===== config.mk =====
export PLATFORM = sky130hd
export DESIGN_NAME = stb_gen_ctrl
export DESIGN_NICKNAME = d
export VERILOG_FILES = /design/src/rtl/stb_gen_ctrl.sv
export SDC_FILE = /design/constraint.sdc
export NUM_CORES = 1
export LEC_CHECK = 0
export CAP_MARGIN = 30
export CORE_ASPECT_RATIO = 0.9
export CORE_UTILIZATION = 62
export DETAILED_ROUTE_END_ITERATION = 8
export PLACE_DENSITY_LB_ADDON = 0.15
export SETUP_SLACK_MARGIN = 0.2
export SLEW_MARGIN = 30
export SYNTH_ARGS = -nofsm -noshare
export SYNTH_HDL_FRONTEND = slang
export SYNTH_SLANG_ARGS = --single-unit

===== constraint.sdc =====
create_clock -name clk_i -period 7.2 [get_ports clk_i]
set_clock_uncertainty 0.15 [all_clocks]
set_input_delay 1.08 -clock clk_i [delete_from_list [all_inputs] [get_ports clk_i]]
set_output_delay 1.08 -clock clk_i [all_outputs]
set_load 0.005 [all_outputs]

===== src/rtl/stb_gen_ctrl.sv =====
// Sequencing controller for one strobe generator: reset, ready wait, period qualification, lock, drift watch.
// Build option: define STB_GEN_CTRL_AUTO_RELOCK_EN to re-acquire after drift (up to RETRY_MAX times) instead of failing.
//
// state     | meaning
// ----------+-----------------------------------------------------------
// IDLE      | generator off, waiting for start_i
// RESET_GEN | gen_rst_o held for RST_CYCLES cycles
// WAIT_RDY  | generator running, waiting for gen_rdy_i (bounded)
// SAMPLE    | qualifying consecutive strobe periods against TOL
// LOCKED    | strobe output enabled, period watched for drift
// FAIL      | stopped with fail_code_o, waiting for start_i
module stb_gen_ctrl #(
    parameter int T_CNT_WIDTH    = 32,
    parameter int RST_CYCLES     = 4,
    parameter int TIMEOUT_CYCLES = 1048576,
    parameter int STABLE_CNT     = 4,
    parameter int TOL            = 2,
    parameter int RETRY_MAX      = 3
) (
    input  logic                   clk_i,
    input  logic                   rst_i,
    input  logic                   start_i,
    input  logic                   abort_i,
    input  logic                   gen_rdy_i,
    input  logic                   gen_err_i,
    input  logic                   gen_stb_i,
    input  logic [T_CNT_WIDTH-1:0] gen_period_i,
    output logic                   gen_rst_o,
    output logic                   gen_run_o,
    output logic                   gen_oe_o,
    output logic                   busy_o,
    output logic                   locked_o,
    output logic                   fail_o,
    output logic [1:0]             fail_code_o,
    output logic [T_CNT_WIDTH-1:0] period_o
);

    localparam int RST_W   = (RST_CYCLES > 1) ? $clog2(RST_CYCLES) : 1;
    localparam int TO_W    = $clog2(TIMEOUT_CYCLES);
    localparam int MATCH_W = $clog2(STABLE_CNT + 1);

    localparam logic [RST_W-1:0]       RST_LOAD   = RST_W'(RST_CYCLES - 1);
    localparam logic [TO_W-1:0]        TO_LOAD    = TO_W'(TIMEOUT_CYCLES - 1);
    localparam logic [MATCH_W-1:0]     MATCH_LOCK = MATCH_W'(STABLE_CNT);
    localparam logic [T_CNT_WIDTH:0]   TOL_V      = (T_CNT_WIDTH + 1)'(TOL);

    localparam logic [1:0] CODE_TIMEOUT = 2'd1;
    localparam logic [1:0] CODE_GEN_ERR = 2'd2;
    localparam logic [1:0] CODE_DRIFT   = 2'd3;

    typedef enum logic [2:0] {
        S_IDLE,
        S_RESET_GEN,
        S_WAIT_RDY,
        S_SAMPLE,
        S_LOCKED,
        S_FAIL
    } state_t;

    typedef struct packed {
        logic rst;
        logic run;
        logic busy;
        logic locked;
        logic fail;
    } flags_t;

    function automatic flags_t flags_for(input state_t s);
        flags_t f;
        f = '0;
        case (s)
            S_RESET_GEN: begin f.rst = 1'b1; f.busy = 1'b1; end
            S_WAIT_RDY:  begin f.run = 1'b1; f.busy = 1'b1; end
            S_SAMPLE:    begin f.run = 1'b1; f.busy = 1'b1; end
            S_LOCKED:    begin f.run = 1'b1; f.locked = 1'b1; end
            S_FAIL:      f.fail = 1'b1;
            default:     f = '0;
        endcase
        return f;
    endfunction

    // Widened subtraction so 0 and all-ones periods compare without wrap.
    function automatic logic [T_CNT_WIDTH:0] abs_delta(input logic [T_CNT_WIDTH-1:0] a,
                                                        input logic [T_CNT_WIDTH-1:0] b);
        logic [T_CNT_WIDTH:0] d;
        d = {1'b0, a} - {1'b0, b};
        return d[T_CNT_WIDTH] ? ('0 - d) : d;
    endfunction

    state_t                 state;
    flags_t                 flags_q;
    logic [RST_W-1:0]       rst_cnt;
    logic [TO_W-1:0]        to_cnt;
    logic [MATCH_W-1:0]     match_cnt;
    logic                   have_prev;
    logic [T_CNT_WIDTH-1:0] prev_q;
    logic                   stb_q;
    logic                   edge_q;
    logic [T_CNT_WIDTH-1:0] sample_q;
    logic                   in_tol_prev;
    logic                   in_tol_lock;
    logic [MATCH_W-1:0]     match_inc;
`ifdef STB_GEN_CTRL_AUTO_RELOCK_EN
    localparam int RETRY_W = (RETRY_MAX > 0) ? $clog2(RETRY_MAX + 1) : 1;
    logic [RETRY_W-1:0]     retry_cnt;
`endif

    assign gen_rst_o = flags_q.rst;
    assign gen_run_o = flags_q.run;
    assign busy_o    = flags_q.busy;
    assign locked_o  = flags_q.locked;
    assign fail_o    = flags_q.fail;

    assign in_tol_prev = (abs_delta(sample_q, prev_q) <= TOL_V);
    assign in_tol_lock = (abs_delta(sample_q, period_o) <= TOL_V);
    assign match_inc   = match_cnt + MATCH_W'(1);

    // Strobe edge and its period are registered together; the FSM acts one cycle later.
    always_ff @(posedge clk_i) begin
        if (rst_i) begin
            stb_q    <= 1'b0;
            edge_q   <= 1'b0;
            sample_q <= '0;
        end else begin
            stb_q  <= gen_stb_i;
            edge_q <= gen_stb_i & ~stb_q;
            if (gen_stb_i && !stb_q) begin
                sample_q <= gen_period_i;
            end
        end
    end

    always_ff @(posedge clk_i) begin
        if (rst_i) begin
            state       <= S_IDLE;
            flags_q     <= '0;
            gen_oe_o    <= 1'b0;
            rst_cnt     <= '0;
            to_cnt      <= '0;
            match_cnt   <= '0;
            have_prev   <= 1'b0;
            prev_q      <= '0;
            period_o    <= '0;
            fail_code_o <= '0;
`ifdef STB_GEN_CTRL_AUTO_RELOCK_EN
            retry_cnt   <= '0;
`endif
        end else begin
            gen_oe_o <= 1'b0;
            if (abort_i) begin
                state       <= S_IDLE;
                flags_q     <= flags_for(S_IDLE);
                rst_cnt     <= '0;
                to_cnt      <= '0;
                match_cnt   <= '0;
                have_prev   <= 1'b0;
                prev_q      <= '0;
                fail_code_o <= '0;
`ifdef STB_GEN_CTRL_AUTO_RELOCK_EN
                retry_cnt   <= '0;
`endif
            end else begin
                case (state)
                    S_IDLE, S_FAIL: begin
                        if (start_i) begin
                            state       <= S_RESET_GEN;
                            flags_q     <= flags_for(S_RESET_GEN);
                            rst_cnt     <= RST_LOAD;
                            fail_code_o <= '0;
`ifdef STB_GEN_CTRL_AUTO_RELOCK_EN
                            retry_cnt   <= '0;
`endif
                        end
                    end

                    S_RESET_GEN: begin
                        if (rst_cnt == '0) begin
                            state   <= S_WAIT_RDY;
                            flags_q <= flags_for(S_WAIT_RDY);
                            to_cnt  <= TO_LOAD;
                        end else begin
                            rst_cnt <= rst_cnt - RST_W'(1);
                        end
                    end

                    S_WAIT_RDY: begin
                        if (gen_err_i) begin
                            state       <= S_FAIL;
                            flags_q     <= flags_for(S_FAIL);
                            fail_code_o <= CODE_GEN_ERR;
                        end else if (gen_rdy_i) begin
                            state     <= S_SAMPLE;
                            flags_q   <= flags_for(S_SAMPLE);
                            to_cnt    <= TO_LOAD;
                            match_cnt <= '0;
                            have_prev <= 1'b0;
                        end else if (to_cnt == '0) begin
                            state       <= S_FAIL;
                            flags_q     <= flags_for(S_FAIL);
                            fail_code_o <= CODE_TIMEOUT;
                        end else begin
                            to_cnt <= to_cnt - TO_W'(1);
                        end
                    end

                    S_SAMPLE: begin
                        if (gen_err_i) begin
                            state       <= S_FAIL;
                            flags_q     <= flags_for(S_FAIL);
                            fail_code_o <= CODE_GEN_ERR;
                        end else if (edge_q) begin
                            to_cnt    <= TO_LOAD;
                            prev_q    <= sample_q;
                            have_prev <= 1'b1;
                            if (!have_prev || !in_tol_prev) begin
                                match_cnt <= '0;
                            end else if (match_inc == MATCH_LOCK) begin
                                match_cnt <= '0;
                                period_o  <= sample_q;
                                state     <= S_LOCKED;
                                flags_q   <= flags_for(S_LOCKED);
                            end else begin
                                match_cnt <= match_inc;
                            end
                        end else if (to_cnt == '0) begin
                            state       <= S_FAIL;
                            flags_q     <= flags_for(S_FAIL);
                            fail_code_o <= CODE_TIMEOUT;
                        end else begin
                            to_cnt <= to_cnt - TO_W'(1);
                        end
                    end

                    S_LOCKED: begin
                        if (gen_err_i) begin
                            state       <= S_FAIL;
                            flags_q     <= flags_for(S_FAIL);
                            fail_code_o <= CODE_GEN_ERR;
                        end else if (edge_q && !in_tol_lock) begin
`ifdef STB_GEN_CTRL_AUTO_RELOCK_EN
                            if (retry_cnt == RETRY_W'(RETRY_MAX)) begin
                                state       <= S_FAIL;
                                flags_q     <= flags_for(S_FAIL);
                                fail_code_o <= CODE_DRIFT;
                            end else begin
                                state     <= S_RESET_GEN;
                                flags_q   <= flags_for(S_RESET_GEN);
                                rst_cnt   <= RST_LOAD;
                                retry_cnt <= retry_cnt + RETRY_W'(1);
                            end
`else
                            state       <= S_FAIL;
                            flags_q     <= flags_for(S_FAIL);
                            fail_code_o <= CODE_DRIFT;
`endif
                        end else begin
                            gen_oe_o <= 1'b1;
                        end
                    end

                    default: begin
                        state   <= S_IDLE;
                        flags_q <= flags_for(S_IDLE);
                    end
                endcase
            end
        end
    end

endmodule

==> impl_metrics.tcl, run 1 <==
set metrics [dict create \
    outcome "finished, final reports clean" \
    top_layer "met5" \
    post-dp-hpwl_um 30000 \
    path_clk_slew_ns 0.06 \
    wirelength_um 39700 \
    critPathRequiredTime_ns 7.33 \
    cts_buffer_depth 2 \
    power_mw 2.98 \
    period_minus_slack_ns 6.22 \
    seqPwrFrac_pct 27.0 \
    drc 0 \
    ys_ff_latch 135 \
    fillCellCount 1657 \
    synth_ff_type "dfxtp_1" \
    cts-hold-fix-buffers 0 \
    drive_above_1_share_pct 5.95 \
    p_leak_nw 5.14 \
    die_x_um 152 \
    detailedPlace.worstSlack_ns 1.16 \
    rsz0062_at_grt "false" \
    synth_area_per_cell_sq_um 7.15 \
    yosys_warnings 0 \
    finalHoldViolCount 0 \
    worst-setup-path-type "flip-flop to flip-flop" \
    ctsRootBufferMaster "clkbuf_16" \
    synth.area.top_cells "dfxtp_1 (22%), nand2_1 (8.0%), a21oi_1 (7.2%)" \
    drt-vias-per-instance 6.74 \
    first_iter_violations 1688 \
    crit_fanout 32 \
    netlist_instances 1750 \
    synth_edf_count 0 \
    port_buffers 78 \
    ys_top_cells_by_count "nand2_1 (266), a21oi_1 (180), nor2_1 (156), dfxtp_1 (135), inv_1 (87)" \
    hp-class "flip-flop to flip-flop" \
    endpoint_kind "flip-flop" \
    grt_first_pass_wirelength_um 63300 \
    yosys.area.top_type "dfxtp_1" \
    max_slew.worst_pin.slew_ns 0.943 \
    regArea_sq_mm 0.00270 \
    grt_max_degree 68 \
    slowest_delay_ns 0.65 \
    rows 48 \
    fmax_mhz 161 \
    yosysUniqueCellTypes 107 \
    finalCritPeriodShare_pct 86.4 \
    syn-cell-area_sq_mm 0.0125 \
    path_cells "inv_1 > ha_1 > fa_1 > xor2_1 > and2_1 > nand2_1 > nor3_1 > nand4_2 > nor3_2 > nand3_4 > or3_4 > mux2_1 > or4_1 > a311o_1 > nor4_4 > buf_4 > mux2i_1 > nor2_1" \
    fin_ws_ns 0.976 \
    ys_seq_area_share_pct 21.6 \
    ff2ff_path_depth 18 \
    synth_most_common_cell "nand2_1" \
    h-tree-depth 4 \
    switching_share_pct 42.8 \
    wl_met3_um 4010 \
    max_slew_margin_pct 36.9 \
    cap_violations 0 \
    nets 1896 \
    antenna_cells 0 \
    antenna_found_initial 1 \
    report.final.slew_viol_count 0 \
    cts_resized 0 \
    hold_ws_ns 0.303 \
    die_h_um 137 \
    p_comb_share_pct 44.6 \
    start_util_pct 64.3 \
    grtUsageTotal_pct 38.5 \
    numCtsBuffers 17 \
    routedWlPerCell_um 19.4 \
    multiInputGateArea_sq_mm 0.00913 \
    overflow 0 \
    setup_viol 0 \
    crit_path_start_kind "flip-flop" \
    setup.worst_path.end "period_o[3]$_SDFFE_PP0P_" \
    r2r_end "period_o[3]$_SDFFE_PP0P_" \
    drtAntennaViolNets 0 \
    switchingPower_mw 1.27 \
    tns_ns 0 \
    drt-met1-wl_um 17100 \
    clk-insertion-delay-late_ns 0.43 \
    synth_nets 1860 \
    fp.coreArea_sq_mm 0.0195 \
    ir_worst_vdd_v 0.000186 \
    clock_sinks 135 \
    crit_path_top_delay_cell "nor3_1" \
    vias 13800 \
    rr_startpoint "sample_q[0]$_SDFFE_PP0P_" \
    drtPass1Iterations 6 \
    routabilityCongestion 1.02 \
    io-pin-count 79 \
    post_cts_buffers 0 \
    worstSetupStartpoint "sample_q[0]$_SDFFE_PP0P_" \
    area_growth_pct 11.3 \
    synth_top_area_share_pct 21.6 \
    synthArstFlopShare_pct 0 \
    p_int_mw 1.70 \
    dieArea_sq_mm 0.0207 \
    rrSetupSlack_ns 0.98 \
    powerDensity_mw_per_mm2 214 \
    clkPwrFrac_pct 28.4 \
    grt_pass1_vias 12300 \
    wl_met2_um 17300 \
    cts_tree "yes" \
    worst_ep_arrival_time_ns 6.35 \
    final_core_utilization_pct 71.5 \
]
## state kept, by name, summed over array words and instances (netlist names), 2 cells and up
name         cells
rst_cnt          2
match_cnt        3
period_o        32
to_cnt          20
prev_q          32
sample_q        32
state            3
fail_code_o      2
## power groups by stage
stage / combinational (mW) / clock (mW) / sequential, mW
floorplan: 0.977 / 0 / 0.803
global placement: 1.25 / 0 / 0.818
detailed placement: 1.26 / 0 / 0.819
CTS: 1.27 / 0.848 / 0.802
global route: 1.43 / 0.888 / 0.805
finish: 1.33 / 0.845 / 0.804
## layout by cell type (no fill, tap or decap), types with 13 or more instances in the layout
master / Yosys / routed
nand2_1: 266 / 266
a21oi_1: 180 / 180
nor2_1: 156 / 156
dfxtp_1: 135 / 135
inv_1: 87 / 87
clkdlybuf4s50_1: 0 / 77
ha_1: 69 / 69
o21ai_0: 68 / 68
nor3_1: 56 / 55
nand3_1: 42 / 42
mux2i_1: 38 / 38
xnor2_1: 32 / 32
nand4_1: 28 / 28
nor4_1: 27 / 27
o211ai_1: 27 / 27
o21a_1: 24 / 24
a211oi_1: 24 / 24
or3_1: 23 / 23
a21o_1: 23 / 23
xor2_1: 23 / 23
nand2b_1: 21 / 21
a31oi_1: 17 / 17
clkbuf_16: 0 / 17
o31ai_1: 16 / 16
and2_1: 16 / 16
nor2b_1: 16 / 15
o211a_1: 14 / 14
and3_1: 13 / 13
buf_4: 4 / 13
## how the worst min path moves through the flow
stage	start	end	slack (ns)	depth (start not counted)
after floorplan	stb_q$_SDFF_PP0_	edge_q$_SDFF_PP0_	0.26	1
after CTS	prev_q[15]$_SDFFE_PP0P_	prev_q[15]$_SDFFE_PP0P_	0.31	2
after global placement	stb_q$_SDFF_PP0_	edge_q$_SDFF_PP0_	0.29	1
after global routing	stb_q$_SDFF_PP0_	edge_q$_SDFF_PP0_	0.33	1
final	prev_q[15]$_SDFFE_PP0P_	prev_q[15]$_SDFFE_PP0P_	0.30	2
after detailed placement	stb_q$_SDFF_PP0_	edge_q$_SDFF_PP0_	0.30	1
## critical path: cells and delay by family (launching register included)
family / cells / cell delay, ns
xor gates and xnor gates: 1 / 0.38
muxes: 2 / 0.64
DFF: 1 / 0.36
AOI/OAI and AO/OA: 1 / 0.41
adders and majority gates: 2 / 0.61
and+or+nand+nor: 10 / 2.84
buffers and inverters: 2 / 0.64
## layout make-up
cell class,instances,share of cell area [%]
clock buffer,17,3.06
clock inverter,14,0.989
inverter,87,2.35
multi-input combinational,1453,65.6
sequential,135,19.4
tap,250,2.25
timing repair buffer,92,6.31
## metal layers
layer | up-vias | GRT usage, %
met2 | 799 | 60.0
met3 | 97 | 7.97
met1 | 6386 | 52.1
met5 | - | 0
li1 | 6527 | -
met4 | 2 | 14.2
## per-stage QoR
step | instance area, sq um | cells
after floorplan | 12500 | 1750
after global placement | 13300 | 2016
after detailed placement | 13300 | 2016
after CTS | 13900 | 2047
after global routing | 13900 | 2048
final | 13900 | 2048
## logic make-up after synthesis
group	count (synthesis)	synth area share (%)
DFF	135	21.6
adders and majority gates	71	7.22
muxes	43	3.49
buffers and inverters	162	5.43
AOI/OAI and AO/OA	543	29.3
xor gates and xnor gates	55	3.85
and+or+nand+nor	741	29.1
Note: power is estimated with default switching activity, not from simulation.
==> inputs of run 2 (changes only) <==
--- a/config.mk
+++ b/config.mk
@@ -6,7 +6,7 @@
 export NUM_CORES = 1
 export LEC_CHECK = 0
 export CAP_MARGIN = 30
-export CORE_ASPECT_RATIO = 0.9
+export CORE_ASPECT_RATIO = 0.6
 export CORE_UTILIZATION = 62
 export DETAILED_ROUTE_END_ITERATION = 8
 export PLACE_DENSITY_LB_ADDON = 0.15
==> impl_metrics.tcl, run 2 (same netlist as run 1, synthesis figures left out) <==
set metrics [dict create \
    finalCritPeriodShare_pct 90.0 \
    crit_path_start_kind "flip-flop" \
    crit_path_top_delay_cell "nor3_1" \
    overflow 0 \
    path_cells "inv_1 > ha_1 > fa_1 > xor2_1 > and2_1 > nand2_1 > nor3_1 > nand4_2 > nor3_2 > nand3_4 > or3_4 > mux2_1 > or4_1 > a311o_1 > nor4_4 > buf_4 > mux2i_1 > nor2_1" \
    p_leak_nw 5.17 \
    cap_violations 0 \
    grt_first_pass_wirelength_um 65800 \
    antenna_found_initial 0 \
    path_clk_slew_ns 0.07 \
    numCtsBuffers 17 \
    endpoint_kind "flip-flop" \
    final_core_utilization_pct 72.2 \
    detailedPlace.worstSlack_ns 1.05 \
    cts_buffer_depth 2 \
    h-tree-depth 4 \
    post_cts_buffers 0 \
    mostFrequentLayoutCells "nand2_1 (266), a21oi_1 (180), nor2_1 (156)" \
    area_growth_pct 11.9 \
    die_h_um 112 \
    fmax_mhz 154 \
    critical_path.top_delay_family "simple AND/OR/NAND/NOR gates" \
    instances_no_fill 2061 \
    rows 39 \
    nets 1894 \
    outcome "finished, final reports clean" \
    io-pin-count 79 \
    post-dp-hpwl_um 31000 \
    drive_above_1_share_pct 5.85 \
    fp.coreArea_sq_mm 0.0194 \
    start_util_pct 64.6 \
    cts_resized 0 \
    drtAntennaViolNets 0 \
    final_common_cell "nand2_1" \
    worst_ep_arrival_time_ns 6.63 \
    grt_max_degree 68 \
    max_slew.worst_pin.slew_ns 0.951 \
    grt_pass1_vias 12500 \
    power_mw 3.13 \
    cts_tree "yes" \
    period_minus_slack_ns 6.48 \
    drt-vias-per-instance 6.75 \
    vias 13900 \
    place_area_sq_mm 0.0134 \
    drc 0 \
    design_area_sq_mm 0.0140 \
    slowest_delay_ns 0.65 \
    crit_fanout 32 \
    dieArea_sq_mm 0.0208 \
    routedWlPerCell_um 19.9 \
    wirelength_um 41100 \
    critPathRequiredTime_ns 7.36 \
    die_x_um 185 \
    fin_ws_ns 0.723 \
    first_iter_violations 2061 \
    max_slew_margin_pct 35.0 \
    dp_cells 2031 \
    cts-hold-fix-buffers 0 \
    routabilityCongestion 1.01 \
    rsz0062_at_grt "false" \
    drtPass1Iterations 6 \
    report.final.slew_viol_count 0 \
    tns_ns 0 \
    finalHoldViolCount 0 \
    worst-setup-path-type "flip-flop to flip-flop" \
    ctsRootBufferMaster "clkbuf_16" \
    ir_worst_vdd_v 0.000197 \
    setup_viol 0 \
    port_buffers 78 \
    clk-insertion-delay-late_ns 0.45 \
    grtUsageTotal_pct 39.9 \
    cp.buffers_inverters 2 \
    antenna_cells 0 \
    hold_ws_ns 0.294 \
    top_regs "period_o (32), prev_q (32), sample_q (32)" \
    powerDensity_mw_per_mm2 224 \
    hp-class "flip-flop to flip-flop" \
    clock_sinks 135 \
]
## run 2: cell types whose count changed in the layout (fill, tap and decap cells not counted), sizes merged
cell	delta
bufinv	+4
clkinv	-3
clkbuf	+2
buf	-1
inv	-4
clkinvlp	-1
## run 2: worst paths after layout
| kind | from | to | slack, ns | depth (start not counted) |
|---|---|---|---|---|
| min reg2reg | stb_q$_SDFF_PP0_ | edge_q$_SDFF_PP0_ | 0.29 | 1 |
| max | sample_q[0]$_SDFFE_PP0P_ | period_o[1]$_SDFFE_PP0P_ | 0.72 | 18 |
| max reg2reg | sample_q[0]$_SDFFE_PP0P_ | period_o[1]$_SDFFE_PP0P_ | 0.72 | 18 |
| min | stb_q$_SDFF_PP0_ | edge_q$_SDFF_PP0_ | 0.29 | 1 |
## run 2: where the power goes
part,switching (mW),internal (mW)
combinational,0.877,0.476
sequential,0.0352,0.769
clock,0.369,0.606
total,1.28,1.85
## run 2: metal layers
layer	part of all wire (%)	track usage (%)
met3	14	11.4
met1	46	60.1
met4	2.1	11.3
met2	39	54.2
met5	0	0
## run 2: cell type report
| type | count | area [sq um] |
|---|---|---|
| inverters | 87 | 327 |
| well taps | 266 | 333 |
| fillers | 1608 | 5380 |
| clock buffers | 20 | 467 |
| repair buffers | 90 | 863 |
| flip-flops and latches | 135 | 2700 |
| multi-input cells | 1453 | 9140 |
| clock inverters | 10 | 168 |
==> inputs of run 3 (changes only) <==
--- a/config.mk
+++ b/config.mk
@@ -6,8 +6,10 @@
 export NUM_CORES = 1
 export LEC_CHECK = 0
 export CAP_MARGIN = 30
+export CELL_PAD_IN_SITES_DETAIL_PLACEMENT = 2
+export CELL_PAD_IN_SITES_GLOBAL_PLACEMENT = 2
 export CORE_ASPECT_RATIO = 0.6
-export CORE_UTILIZATION = 62
+export CORE_UTILIZATION = 35
 export DETAILED_ROUTE_END_ITERATION = 8
 export PLACE_DENSITY_LB_ADDON = 0.15
 export SETUP_SLACK_MARGIN = 0.2
==> impl_metrics.tcl, run 3 (same netlist as run 1, synthesis figures left out) <==
set metrics [dict create \
    critical_path.top_delay_family "simple AND/OR/NAND/NOR gates" \
    powerDensity_mw_per_mm2 222 \
    vias 13800 \
    final_core_utilization_pct 40.6 \
    top_regs "period_o (32), prev_q (32), sample_q (32)" \
    dieArea_sq_mm 0.0365 \
    dp_cells 2239 \
    worstSetupStartpoint "sample_q[0]$_SDFFE_PP0P_" \
    finalCritPeriodShare_pct 89.6 \
    antenna_found_initial 1 \
    hold_ws_ns 0.308 \
    grtUsageTotal_pct 30.0 \
    final_common_cell "nand2_1" \
    cts_resized 0 \
    nets 1901 \
    drt-vias-per-instance 6.07 \
    first_iter_violations 929 \
    place_area_sq_mm 0.0137 \
    critPathRequiredTime_ns 7.35 \
    drtPass1Iterations 5 \
    detailedPlace.worstSlack_ns 0.973 \
    design_area_sq_mm 0.0143 \
    antenna_cells 0 \
    area_growth_pct 14.0 \
    power_mw 3.17 \
    grt_max_degree 68 \
    ir_worst_vdd_v 0.000174 \
    max_slew.worst_pin.slew_ns 1.06 \
    worst_ep_arrival_time_ns 6.60 \
    finalHoldViolCount 0 \
    wirelength_um 54100 \
    rsz0062_at_grt "false" \
    fin_ws_ns 0.747 \
    clk-insertion-delay-late_ns 0.46 \
    overflow 0 \
    crit_fanout 32 \
    slowest_delay_ns 0.67 \
    io-pin-count 79 \
    hp-start "prev_q[30]$_SDFFE_PP0P_" \
    hp-class "flip-flop to flip-flop" \
    start_util_pct 35.7 \
    mostFrequentLayoutCells "nand2_1 (266), a21oi_1 (180), nor2_1 (155)" \
    crit_path_top_delay_cell "nor3_1" \
    worst-setup-path-type "flip-flop to flip-flop" \
    die_x_um 246 \
    cp.buffers_inverters 2 \
    clock_sinks 135 \
    grt_first_pass_wirelength_um 85300 \
    post-dp-hpwl_um 43000 \
    path_cells "inv_1 > ha_1 > fa_1 > xor2_1 > and2_1 > nand2_1 > nor3_1 > nand4_2 > nor3b_1 > a31oi_1 > o41ai_1 > nand3_1 > nor4b_1 > nand2_1 > nor4_4 > buf_4 > mux2i_1 > nor2_1" \
    drc 0 \
    cts_tree "yes" \
    instances_no_fill 2271 \
    routedWlPerCell_um 23.8 \
    tns_ns 0 \
    period_minus_slack_ns 6.45 \
    fp.coreArea_sq_mm 0.0351 \
    rows 53 \
    port_buffers 78 \
    report.final.slew_viol_count 0 \
    endpoint_kind "flip-flop" \
    cts-hold-fix-buffers 0 \
    rr_startpoint "sample_q[0]$_SDFFE_PP0P_" \
    fillCellCount 4133 \
    ctsRootBufferMaster "clkbuf_16" \
    grt_pass1_vias 14300 \
    max_slew_margin_pct 28.5 \
    cts_buffer_depth 2 \
    die_h_um 148 \
    routabilityCongestion 0.933 \
    cap_violations 0 \
    crit_path_start_kind "flip-flop" \
    fmax_mhz 155 \
    h-tree-depth 4 \
    p_leak_nw 5.18 \
    path_clk_slew_ns 0.07 \
    post_cts_buffers 0 \
    numCtsBuffers 17 \
    drive_above_1_share_pct 6.32 \
    drtAntennaViolNets 0 \
    outcome "finished, final reports clean" \
    crit_top_cell "nand2_1" \
    setup_viol 0 \
]
[run 3: cell count changes in the layout (fill, tap and decap cells not counted), sizes merged]
cell and change:
inv +4, buf +7, clkinvlp +2, bufinv -3, clkbuf -1
[run 3: power breakdown]
part | leakage, nW | internal (mW) | total (mW) | switching, mW
logic | 3.81 | 0.489 | 1.47 | 0.985
clock network | 0.274 | 0.494 | 0.894 | 0.400
registers | 1.09 | 0.769 | 0.801 | 0.0322
total | 5.18 | 1.75 | 3.17 | 1.42
[run 3: final timing paths]
path	slack [ns]	cells after the start	end
worst min register to register	0.31	2	prev_q[30]$_SDFFE_PP0P_
worst min-delay path	0.31	2	prev_q[30]$_SDFFE_PP0P_
worst max register to register	0.75	18	period_o[2]$_SDFFE_PP0P_
worst max-delay path	0.75	18	period_o[2]$_SDFFE_PP0P_
[run 3: worst reg2reg max path, delay by kind of cell, from the launching register on]
family                     cells  cell delay [ns]
muxes                          1             0.33
AOI/OAI and AO/OA              2             0.69
and+or+nand+nor               10             3.13
DFF                            1             0.39
buffers and inverters          2             0.62
adders and majority gates      2             0.62
xor gates and xnor gates       1             0.39
[run 3: layer usage]
layer / global-route usage [%] / part of all wire, %
met3: 6.57 / 5.9
met4: 5.96 / 1.2
met2: 42.9 / 40
met1: 45.2 / 53
met5: 0 / 0
[run 3: layout make-up]
class,instances,area [sq um],area share (%)
clock inverters,13,134,0.939
repair buffers,97,918,6.44
clock buffers,19,443,3.11
multi-input cells,1453,9150,64.2
inverters,87,327,2.29
flip-flops and latches,135,2700,19.0
well taps,467,584,4.10
==> RTL change, RTL diff (flow settings as in run 2) <==
Register the input `gen_period_i` before use, with the module's reset. The logic sees it one clock later. The other inputs are not delayed to match.
--- a/src/rtl/stb_gen_ctrl.sv
+++ b/src/rtl/stb_gen_ctrl.sv
@@ -66,4 +66,14 @@
     } flags_t;
 
+    logic [T_CNT_WIDTH-1:0] gen_period_q;
+
+    always_ff @(posedge clk_i) begin
+        if (rst_i) begin
+            gen_period_q <= '0;
+        end else begin
+            gen_period_q <= gen_period_i;
+        end
+    end
+
     function automatic flags_t flags_for(input state_t s);
         flags_t f;
@@ -126,5 +136,5 @@
             edge_q <= gen_stb_i & ~stb_q;
             if (gen_stb_i && !stb_q) begin
-                sample_q <= gen_period_i;
+                sample_q <= gen_period_q;
             end
         end
Behaviour: no difference found for any inputs over 4 cycles, from zero or initial values and one cycle with rst_i high; that may be too few to reach the edited logic, so the function may still have changed.
==> RTL change against run 2 <==
Total power grew 0.31%. Core utilization shrank 0.46 points. Synthesized area grew 5.9%. Clock power shrank 7.8%. Cell area grew 5.0%. Maximum frequency grew 8.4%. Via count grew 2.1%. Worst setup slack gained 500 ps. Sequential cell count grew 32. Non-clock buffer count shrank 1. First-iteration DRC count shrank 9.5%. Count of clock-buffer cells in the layout shrank 3. Wire length grew 2.3%.
==> RTL change: results (changes against run 2) <==
Status
  • Status: completed

Detailed routing
  • Antenna Nets Post-Route: 0 (unchanged)
  • Total Wirelength: 42.0 mm (+2.3%)
  • Average wire per cell in the routed design: 19.7 um (-1.4%)
  • Vias post-DR: 14200 (+2.1%)
  • Drt initial violations: 1866 (-9.5%)

Logic synthesis
  • Mean post-synth cell area: 7.25 um^2 (+1.5%)
  • Synth cell count leaders: nand2_1, a21oi_1, dfxtp_1, nor2_1, inv_1
  • Area contributors post-synth: dfxtp_1, nand2_1, a21oi_1
  • Syn_nets: 1936 (+4.1%)
  • Distinct cells, synth: 104 (-2.8%)
  • Sequential element share of the synthesized area: 0.252 (+0.0364)

Global routing
  • First-pass GRT wire length: 66.1 mm (+0.51%)
  • GRT Resource Usage Total: 0.382 (-0.0168)
  • Vias in the first global route: 12600 (+0.81%)
  • Largest net degree at the start of global routing: 58 (-15%)
  • Initial antenna violation count: 0 (unchanged)

Worst setup path
  • Max FO, Critical Path: 19 (-41%)
  • Crit path DAT: 6150 ps (-480 ps)

Power
  • Peak VDD IR: 185 uV (-6.4%)
  • Lkg Pwr: 5.84 nW (+13%)

Cells and area
  • Inserted Diodes: 0 (unchanged)
  • Share of cells above drive strength 1: 0.0536 (-0.00488)
  • Fillcell total: 1697 (+5.5%)
  • Post-layout nets: 1962 (+3.6%)

Placement
  • Cell Area, Placed: 14100 um^2 (+5.7%)
  • Number of placed instances, taps included: 2105 (+3.6%)
  • Final HPWL DP: 31.6 mm (+2.1%)
  • GPL Wtd Cong: 0.990 (-2.0%)
  • PortBufs: 78 (unchanged)
  • Pre-CTS WS: 1470 ps (+429 ps)

STA
  • Slew headroom: 0.360 (+0.0100)

Clocking
  • CTS max path bufs: 2 (unchanged)
RTL change: logic make-up after synthesis:
kind of cell	Yosys count	synth area share
xor gates and xnor gates	36	0.0238
DFF	167	0.252
muxes	39	0.0299
AOI/OAI and AO/OA	567	0.289
buffers and inverters	174	0.0517
adders and majority gates	71	0.0682
and+or+nand+nor	772	0.285
RTL change: power by group:
group / internal (mW) / switching, mW
logic: 0.441 / 0.822
registers: 0.949 / 0.0305
clock network: 0.457 / 0.443
total: 1.85 / 1.30
RTL change: path summary, 6_finish.rpt:
path                   start          end  slack (ps)  depth (start not counted)
max              sample_q[0]     state[0]        1220                         16
min          gen_period_q[4]  sample_q[4]         290                          2
max reg2reg      sample_q[0]     state[0]        1220                         16
min reg2reg  gen_period_q[4]  sample_q[4]         290                          2
RTL change: cell type report:
class / instances / area, um^2 / area share
clock buffer: 17 / 425 / 0.0289
timing repair buffer: 89 / 858 / 0.0584
multi-input combinational: 1485 / 9240 / 0.629
tap: 273 / 342 / 0.0232
inverter: 92 / 345 / 0.0235
clock inverter: 15 / 143 / 0.00971
sequential: 167 / 3340 / 0.228
RTL change: per-layer routing:
metal	track usage	part of all wire	wire (um)
met5	0.0171	0.0012	49
met3	0.114	0.12	4970
met1	0.554	0.47	19700
met4	0.0928	0.017	721
met2	0.546	0.39	16600
RTL change: worst max-delay path, cell delays in order (launching register included):
cell	delay [ps]
dfxtp_1	380
inv_1	80
ha_1	220
fa_1	420
nand2b_1	240
a21bo_2	250
a211oi_2	390
o21ai_1	180
a211oi_1	370
or2_1	580
mux2_2	290
o311ai_0	110
nor4_1	700
or4b_4	590
or4_4	540
a221oi_2	270
o22ai_1	90
